[src/rtl/fifo_pkg.sv]
// fifo_pkg: shared sizing constants and pointer/count types for the 256 x 8 FIFO controller.
package fifo_pkg;

    localparam int FIFO_ADDR_W = 8;
    localparam int FIFO_DEPTH  = 256;

    // The extra MSB is the wrap bit that tells full from empty.
    typedef logic [FIFO_ADDR_W:0] fifo_ptr_t;
    typedef logic [FIFO_ADDR_W:0] fifo_cnt_t;

endpackage

[src/rtl/fifo_ptr.sv]
// fifo_ptr: wrap-bit pointer register with increment and synchronous flush.
module fifo_ptr #(
    parameter int W = 8
) (
    input  logic       clk,
    input  logic       rst_n,
    input  logic       flush,
    input  logic       inc,
    output logic [W:0] ptr
);

    always_ff @(posedge clk or negedge rst_n) begin
        if (!rst_n)
            ptr <= '0;
        else if (flush)
            ptr <= '0;
        else if (inc)
            ptr <= ptr + (W+1)'(1);
    end

endmodule

[src/rtl/fifo_ptr_ctrl.sv]
// fifo_ptr_ctrl: pointer, occupancy, flag and sticky-error controller for a 256 x 8 FIFO.
// Optional registered almost_full/almost_empty flags under FIFO_ALMOST_FLAGS_EN.
module fifo_ptr_ctrl
    import fifo_pkg::*;
#(
    parameter int ADDR_W   = FIFO_ADDR_W,
    parameter int DEPTH    = FIFO_DEPTH,
    parameter int AF_LEVEL = 240,
    parameter int AE_LEVEL = 16
) (
    input  logic              clk,
    input  logic              rst_n,
    input  logic              flush,
    input  logic              wr_req,
    input  logic              rd_req,
    output logic              wr_sel_en,
    output logic [ADDR_W-1:0] wr_addr,
    output logic [ADDR_W-1:0] rd_addr,
    output logic              rd_valid,
    output logic              full,
    output logic              empty,
    output logic [ADDR_W:0]   count,
    output logic              ovf,
    output logic              udf,
    output logic              almost_full,
    output logic              almost_empty
);

    if (DEPTH != (1 << ADDR_W) || AF_LEVEL > DEPTH || AE_LEVEL > DEPTH) begin : g_bad_cfg
        $error("fifo_ptr_ctrl: DEPTH must be 2**ADDR_W and thresholds must not exceed DEPTH");
    end

    logic [ADDR_W:0] wr_ptr;
    logic [ADDR_W:0] rd_ptr;
    logic            wr_acc;
    logic            rd_acc;

    fifo_ptr #(.W(ADDR_W)) u_wr (
        .clk   (clk),
        .rst_n (rst_n),
        .flush (flush),
        .inc   (wr_acc),
        .ptr   (wr_ptr)
    );

    fifo_ptr #(.W(ADDR_W)) u_rd (
        .clk   (clk),
        .rst_n (rst_n),
        .flush (flush),
        .inc   (rd_acc),
        .ptr   (rd_ptr)
    );

    // Flags come from the registered pointers only; no lookahead on same-cycle reads.
    always_comb begin
        empty     = wr_ptr == rd_ptr;
        full      = (wr_ptr[ADDR_W-1:0] == rd_ptr[ADDR_W-1:0]) && (wr_ptr[ADDR_W] != rd_ptr[ADDR_W]);
        count     = wr_ptr - rd_ptr;
        wr_addr   = wr_ptr[ADDR_W-1:0];
        rd_addr   = rd_ptr[ADDR_W-1:0];
        wr_acc    = wr_req && !full && !flush;
        rd_acc    = rd_req && !empty && !flush;
        wr_sel_en = wr_acc;
        rd_valid  = rd_acc;
    end

    always_ff @(posedge clk or negedge rst_n) begin
        if (!rst_n) begin
            ovf <= 1'b0;
            udf <= 1'b0;
        end else if (flush) begin
            ovf <= 1'b0;
            udf <= 1'b0;
        end else begin
            if (wr_req && full)
                ovf <= 1'b1;
            if (rd_req && empty)
                udf <= 1'b1;
        end
    end

`ifdef FIFO_ALMOST_FLAGS_EN
    logic [ADDR_W:0] next_cnt;

    // A flush drives next_cnt to zero, which yields almost_empty=1 and almost_full=0.
    always_comb begin
        next_cnt = flush ? '0 : count + (ADDR_W+1)'(wr_acc) - (ADDR_W+1)'(rd_acc);
    end

    always_ff @(posedge clk or negedge rst_n) begin
        if (!rst_n) begin
            almost_full  <= 1'b0;
            almost_empty <= 1'b1;
        end else begin
            almost_full  <= next_cnt >= (ADDR_W+1)'(AF_LEVEL);
            almost_empty <= next_cnt <= (ADDR_W+1)'(AE_LEVEL);
        end
    end
`else
    assign almost_full  = 1'b0;
    assign almost_empty = 1'b0;
`endif

endmodule

[config.mk]
export PLATFORM = sky130hd
export DESIGN_NAME = fifo_ptr_ctrl
export DESIGN_NICKNAME = d
export VERILOG_FILES = /design/src/rtl/fifo_pkg.sv /design/src/rtl/fifo_ptr.sv /design/src/rtl/fifo_ptr_ctrl.sv
export SDC_FILE = /design/constraint.sdc
export NUM_CORES = 1
export LEC_CHECK = 0
export ABC_AREA = 0
export CORE_ASPECT_RATIO = 1.1
export CORE_MARGIN = 8
export CORE_UTILIZATION = 50
export CTS_CLUSTER_SIZE = 8
export DETAILED_ROUTE_END_ITERATION = 7
export PLACE_DENSITY = 0.8
export SYNTH_ARGS = -nofsm -noshare
export SYNTH_HDL_FRONTEND = slang
export SYNTH_SLANG_ARGS = --single-unit
[constraint.sdc]
create_clock -name clk -period 2.4 [get_ports clk]
set_input_delay 0.36 -clock clk [delete_from_list [all_inputs] [get_ports clk]]
set_output_delay 0.36 -clock clk [all_outputs]
set_load 0.1 [all_outputs]
# --- Word-level counts from Yosys, hierarchy flattened ---
# Cells that the tools add are included.
totals:
  register_bits: 20
  in_bits: 5
op_classes:
  mux: 8
  n_reduce_logical: 14
  n_addsub: 3
  n_eq_ne: 3
ops:
  columns: ["op", "count"]
  rows:
  - ["9-bit two-way mux", 4]
  - ["9-bit by 1-bit adder with 9-bit output (second input constant)", 2]
  - ["9-bit equality test", 1]
  - ["9-bit subtractor", 1]
  - ["8-bit equality test", 1]
  - ["2-bit nonzero test", 4]
  - ["1-bit logical AND", 7]
  - ["1-bit two-way mux", 4]
  - ["1-bit zero test", 3]
  - ["1-bit != test", 1]

# --- Logic depth before layout (Yosys ltp) ---
depth:
  ltp_word: 7
  mapped_depth: 8
  depth_no_buf: 7

# --- Modules after synthesis ---
# A second synthesis with hierarchy kept.
unflattened:
  hier_cells: 163
  area_unflattened_um2: 1487.7
by_module_without_submodules:
  columns: ["mod", "seq_area_each_um2", "cells_per_inst", "instances", "area_each_um2"]
  rows:
  - ["fifo_ptr", 225.2, 43, 2, 459.2]
  - ["fifo_ptr_ctrl", 50.0, 77, 1, 569.3]

# --- Worst setup path before layout ---
# No wires, ideal clock.
synth_path:
  path_type: "register to register"
  from: "reg u_rd.ptr[4]"
  to: "reg u_wr.ptr[7]"
  arrival_time_ns: 3.814
  path_stages_with_launch: 8
  n_path_buf: 1
  setup_slack_ns: -1.538
  synth_period_minus_slack_ns: 3.938
  required_time_ns: 2.275
  path_cell_list: "dfrtp_1 inv_1 ha_1 clkbuf_2 nand4_1 nor3_1 nor4b_1 mux2_2"
synth_via:
  elab_chain_len: 6
synth_lines:
  columns: ["item", "line", "rtl"]
  rows:
  - ["from (decl)", "fifo_ptr.sv:9", "output logic [W:0] ptr"]
  - ["from (signal assigned)", "fifo_ptr.sv:18", "ptr <= ptr + (W+1)'(1);"]
  - ["8-bit equality test", "fifo_ptr_ctrl.sv:57", "full = (wr_ptr[ADDR_W-1:0] == rd_ptr[ADDR_W-1:0]) && (wr_ptr[ADDR_W] != rd_ptr[ADDR_W]);"]
  - ["1-bit logical AND", "fifo_ptr_ctrl.sv:57", null]
  - ["via full", "fifo_ptr_ctrl.sv:20", "output logic full,"]
  - ["1-bit zero test", "fifo_ptr_ctrl.sv:61", "wr_acc = wr_req && !full && !flush;"]
  - ["1-bit logical AND (2 in series)", "fifo_ptr_ctrl.sv:61", null]
  - ["2-bit nonzero test (no source line)", null, null]
  - ["to (signal assigned)", "fifo_ptr.sv:18", null]
  - ["to (decl)", "fifo_ptr.sv:9", null]
# The timed path passes the listed nets, and every way through them passes these cells.
# A chain may end at the register's enable or synchronous reset.

# --- Final worst setup path ---
layout_path:
  from: "reg u_wr.ptr[0]"
  to: "out count[8]"
layout_via:
  elab_chain_len: 1
layout_lines:
  columns: ["item", "line", "rtl"]
  rows:
  - ["9-bit subtractor", "fifo_ptr_ctrl.sv:58", "count = wr_ptr - rd_ptr;"]
  - ["to (decl)", "fifo_ptr_ctrl.sv:22", "output logic [ADDR_W:0] count,"]
# No other way between the ends.

==> results.sh <==
export IMPL_p_sw_share_pct=54.0
export IMPL_endpoint="count[8]"
export IMPL_synth_yosys_seq_area_share_pct=30.6
export IMPL_dieArea_um2=5360
export IMPL_drc=0
export IMPL_worstSetupPathDepth=8
export IMPL_cp_arrival_ps=2210
export IMPL_cp_slowest_stage_delay_ps=450
export IMPL_crit_path_end_kind="output pin"
export IMPL_syn2layout_area_growth_pct=51.8
export IMPL_r2r_slack_ps=190
export IMPL_cp_data_required_time_ps=2040
export IMPL_dr_pass1_iters=5
export IMPL_dp_cells=255
export IMPL_timing_hold_violations_final=0
export IMPL_coreArea_um2=3070
export IMPL_synth_cell_area_um2=1630
export IMPL_grt_pass1_wl_um=7910
export IMPL_hp_class="in2async"
export IMPL_max_freq_mhz=389
export IMPL_p_seq_share_pct=18.5
export IMPL_slew_headroom_pct=60.7
export IMPL_ios=38
export IMPL_ys_ff_latch=20
export IMPL_final_cells=275
export IMPL_grtUsageTotal_pct=17.4
export IMPL_max_vdd_ir_drop_mv=0.835
export IMPL_numCtsBuffers=3
export IMPL_setup_worst_path_class="reg2out"
export IMPL_startpoint="u_wr.ptr[0]$_DFFE_PN0P_"
export IMPL_worst_slew_pin_slew_ps=586
export IMPL_die_height_um=76.0
export IMPL_initial_utilization_pct=53.2
export IMPL_numPortBuffers=35
export IMPL_clock_path_buffers=2
export IMPL_antenna_found_initial=0
export IMPL_htree_levels=1
export IMPL_rows=21
export IMPL_drive_gt1_share_pct=47.3
export IMPL_status="finished, violations left"
export IMPL_violations="negative setup slack"
export IMPL_clkLatencyLatePin_ps=310
export IMPL_worst_setup_path_start_kind="flop"
export IMPL_cts_tree="built"
export IMPL_syn_inst=189
export IMPL_fin_nets=259
export IMPL_final_min_clock_period_ps=2570
export IMPL_intPower_mw=0.905
export IMPL_clk_pin_slew_ps=120
export IMPL_vias=1715
export IMPL_path_buf_inv=2
export IMPL_reg2reg_to="u_wr.ptr[7]$_DFFE_PN0P_"
export IMPL_gp_congestion=0.840
export IMPL_viasPerCell=6.24
export IMPL_cts_root_buffer="clkbuf_4"
export IMPL_fin_ws_ps=-173
export IMPL_fin_worst_skew_ps=14.1
export IMPL_hpwl_um=3420
export IMPL_p_clk_share_pct=8.2
export IMPL_path_cells="inv_2, ha_4, fa_2, nor2b_2, o31a_1, or4_4, nand3_4, buf_12"
export IMPL_max_cap_viol_count=0
export IMPL_overflow=0
export IMPL_power_switching_mw=1.06
export IMPL_grt_start_max_net_pins=21
export IMPL_antennaDiodeCount=0
export IMPL_rsz0062_at_grt="yes"
export IMPL_r2r_cells=8
export IMPL_cp_max_fo=3
export IMPL_power_mw=1.97
export IMPL_numClockSinks=20
export IMPL_ctsHoldBuffers=0
export IMPL_setup_viol=4
export IMPL_syn_area_per_cell_um2=8.65
export IMPL_power_frac_comb_pct=73.3
export IMPL_cellLeakagePower_nw=1.09
export IMPL_critical_path_slowest_cell="or4_4"
export IMPL_ys_types=36
export IMPL_first_iter_violations=188
export IMPL_grt_pass1_vias=1669
export IMPL_antenna_left=0
export IMPL_cp_top_family="simple AND/OR/NAND/NOR gates"
export IMPL_ys_warn_count=0
export IMPL_fp_dieW_um=70.5
export IMPL_power_density_nw_per_um2=794
export IMPL_drv_slew=0
export IMPL_finalCritPeriodShare_pct=107
export IMPL_avgRoutedWirePerCell_um=19.4
export IMPL_wirelength_um=5330
export IMPL_reg2reg_from="u_rd.ptr[4]$_DFFE_PN0P_"
cell families (layout without fill, tap and decap cells):
logic type / count (synthesis) / in the layout / synth area share (%)
adders and majority gates: 11 / 11 / 8.88
muxes: 6 / 6 / 3.98
buffers and inverters: 38 / 89 / 14.3
other: 1 / 2 / 0.229
and+or+nand+nor: 63 / 63 / 20.6
xor gates and xnor gates: 8 / 8 / 4.75
DFF: 20 / 20 / 30.6
AOI/OAI and AO/OA: 42 / 42 / 16.6
synthesized netlist by cell type:
library cell,n,share of area [%]
a211o_1,2,1.1
ha_1,10,7.7
nand3_1,8,2.5
nor4_1,3,1.1
nor2_1,16,3.7
buf_6,3,2.1
clkbuf_2,1,0.31
o211ai_1,1,0.46
mux2i_1,2,1.2
o31a_1,2,1.1
o21a_1,2,0.92
a21oi_1,14,4.3
nand2_1,7,1.6
nor3_1,4,1.2
o2111ai_1,2,1.1
or3_1,5,1.9
nor4b_1,2,1.1
o21ai_0,8,2.5
nand4_1,6,2.3
or4_1,5,2.3
fa_1,1,1.2
a211oi_1,2,0.92
o211a_1,1,0.61
o31ai_1,7,3.2
dfrtp_1,20,31
clkbuf_1,3,0.69
o311ai_0,1,0.54
nor2b_1,6,2.3
xor2_1,3,1.6
mux2_2,4,2.8
conb_1,1,0.23
buf_4,18,8.3
xor2_2,1,1.0
xnor2_1,4,2.1
inv_1,13,3.0
nor3_2,1,0.61
worst min path at each step:
stage                     cells after the start                       to
after detailed placement                      2          ovf$_DFFE_PN0P_
after global routing                          2  u_wr.ptr[8]$_DFFE_PN0P_
final                                         2  u_wr.ptr[8]$_DFFE_PN0P_
after global placement                        2          ovf$_DFFE_PN0P_
after CTS                                     2  u_wr.ptr[8]$_DFFE_PN0P_
after floorplan                               0          ovf$_DFFE_PN0P_
final cells by class:
type                       instances  area [um2]
multi-input combinational        132        1150
inverter                          13        48.8
clock buffer                       3        22.5
sequential                        20         504
fill                             177         593
timing repair buffer              73         716
tap                               34        42.5
per-layer routing:
metal | wire length [um] | GRT usage (%) | vias to the layer above
met5 | 0 | 0 | -
met3 | 303 | 3.26 | 25
li1 | - | - | 763
met4 | 214 | 4.83 | 0
met1 | 2000 | 18.9 | 830
met2 | 2810 | 32.6 | 97
worst register-to-register path: stages, from the launching register on:
cell and delay (ps):
dfrtp_1 410, inv_1 110, ha_2 310, nand4_1 100
buf_4 160, buf_4 130, nor3_4 50, nor4b_1 460
mux2_2 390
layout by cell type, fill, tap and decap left out, drive strengths merged, types with 5 or more instances in the layout:
cell and count:
a21oi 14, nor2 16, or4 5, inv 13, dfrtp 20, nor3 5, buf 69, ha 10
o31ai 7, nand2 7, nand3 8, o21ai 8, or3 5, nand4 6, nor2b 6
sequential cells by signal, summed over array words and instances (netlist names):
name / flops
ovf: 1
u_rd.ptr: 9
u_wr.ptr: 9
udf: 1
stage by stage:
step	area [um2]	setup slack (ps)	utilization, %	hold slack, ps	TNS [ps]
after floorplan	1700	-579	-	64.4	-3060
after global placement	2140	155	69.6	479	0
after detailed placement	2140	67.5	69.6	501	0
after CTS	2340	-195	76.1	388	-654
after global routing	2480	-229	80.7	385	-888
final	2480	-173	80.7	370	-375
repair_timing:
action,4_1_cts,5_1_grt
endpoints found under the setup margin,9,10
resized for setup,25,13
pin swaps,16,7
buffers inserted,9,8
power groups by stage:
stage / Combinational (mW) / Sequential (mW) / Clock [mW]
final: 1.44 / 0.364 / 0.161
after global routing: 1.50 / 0.366 / 0.181
after CTS: 1.38 / 0.364 / 0.161
after detailed placement: 1.29 / 0.369 / 0
after global placement: 1.27 / 0.367 / 0
after floorplan: 0.869 / 0.398 / 0
Note: power is estimated with default switching activity, not from simulation.
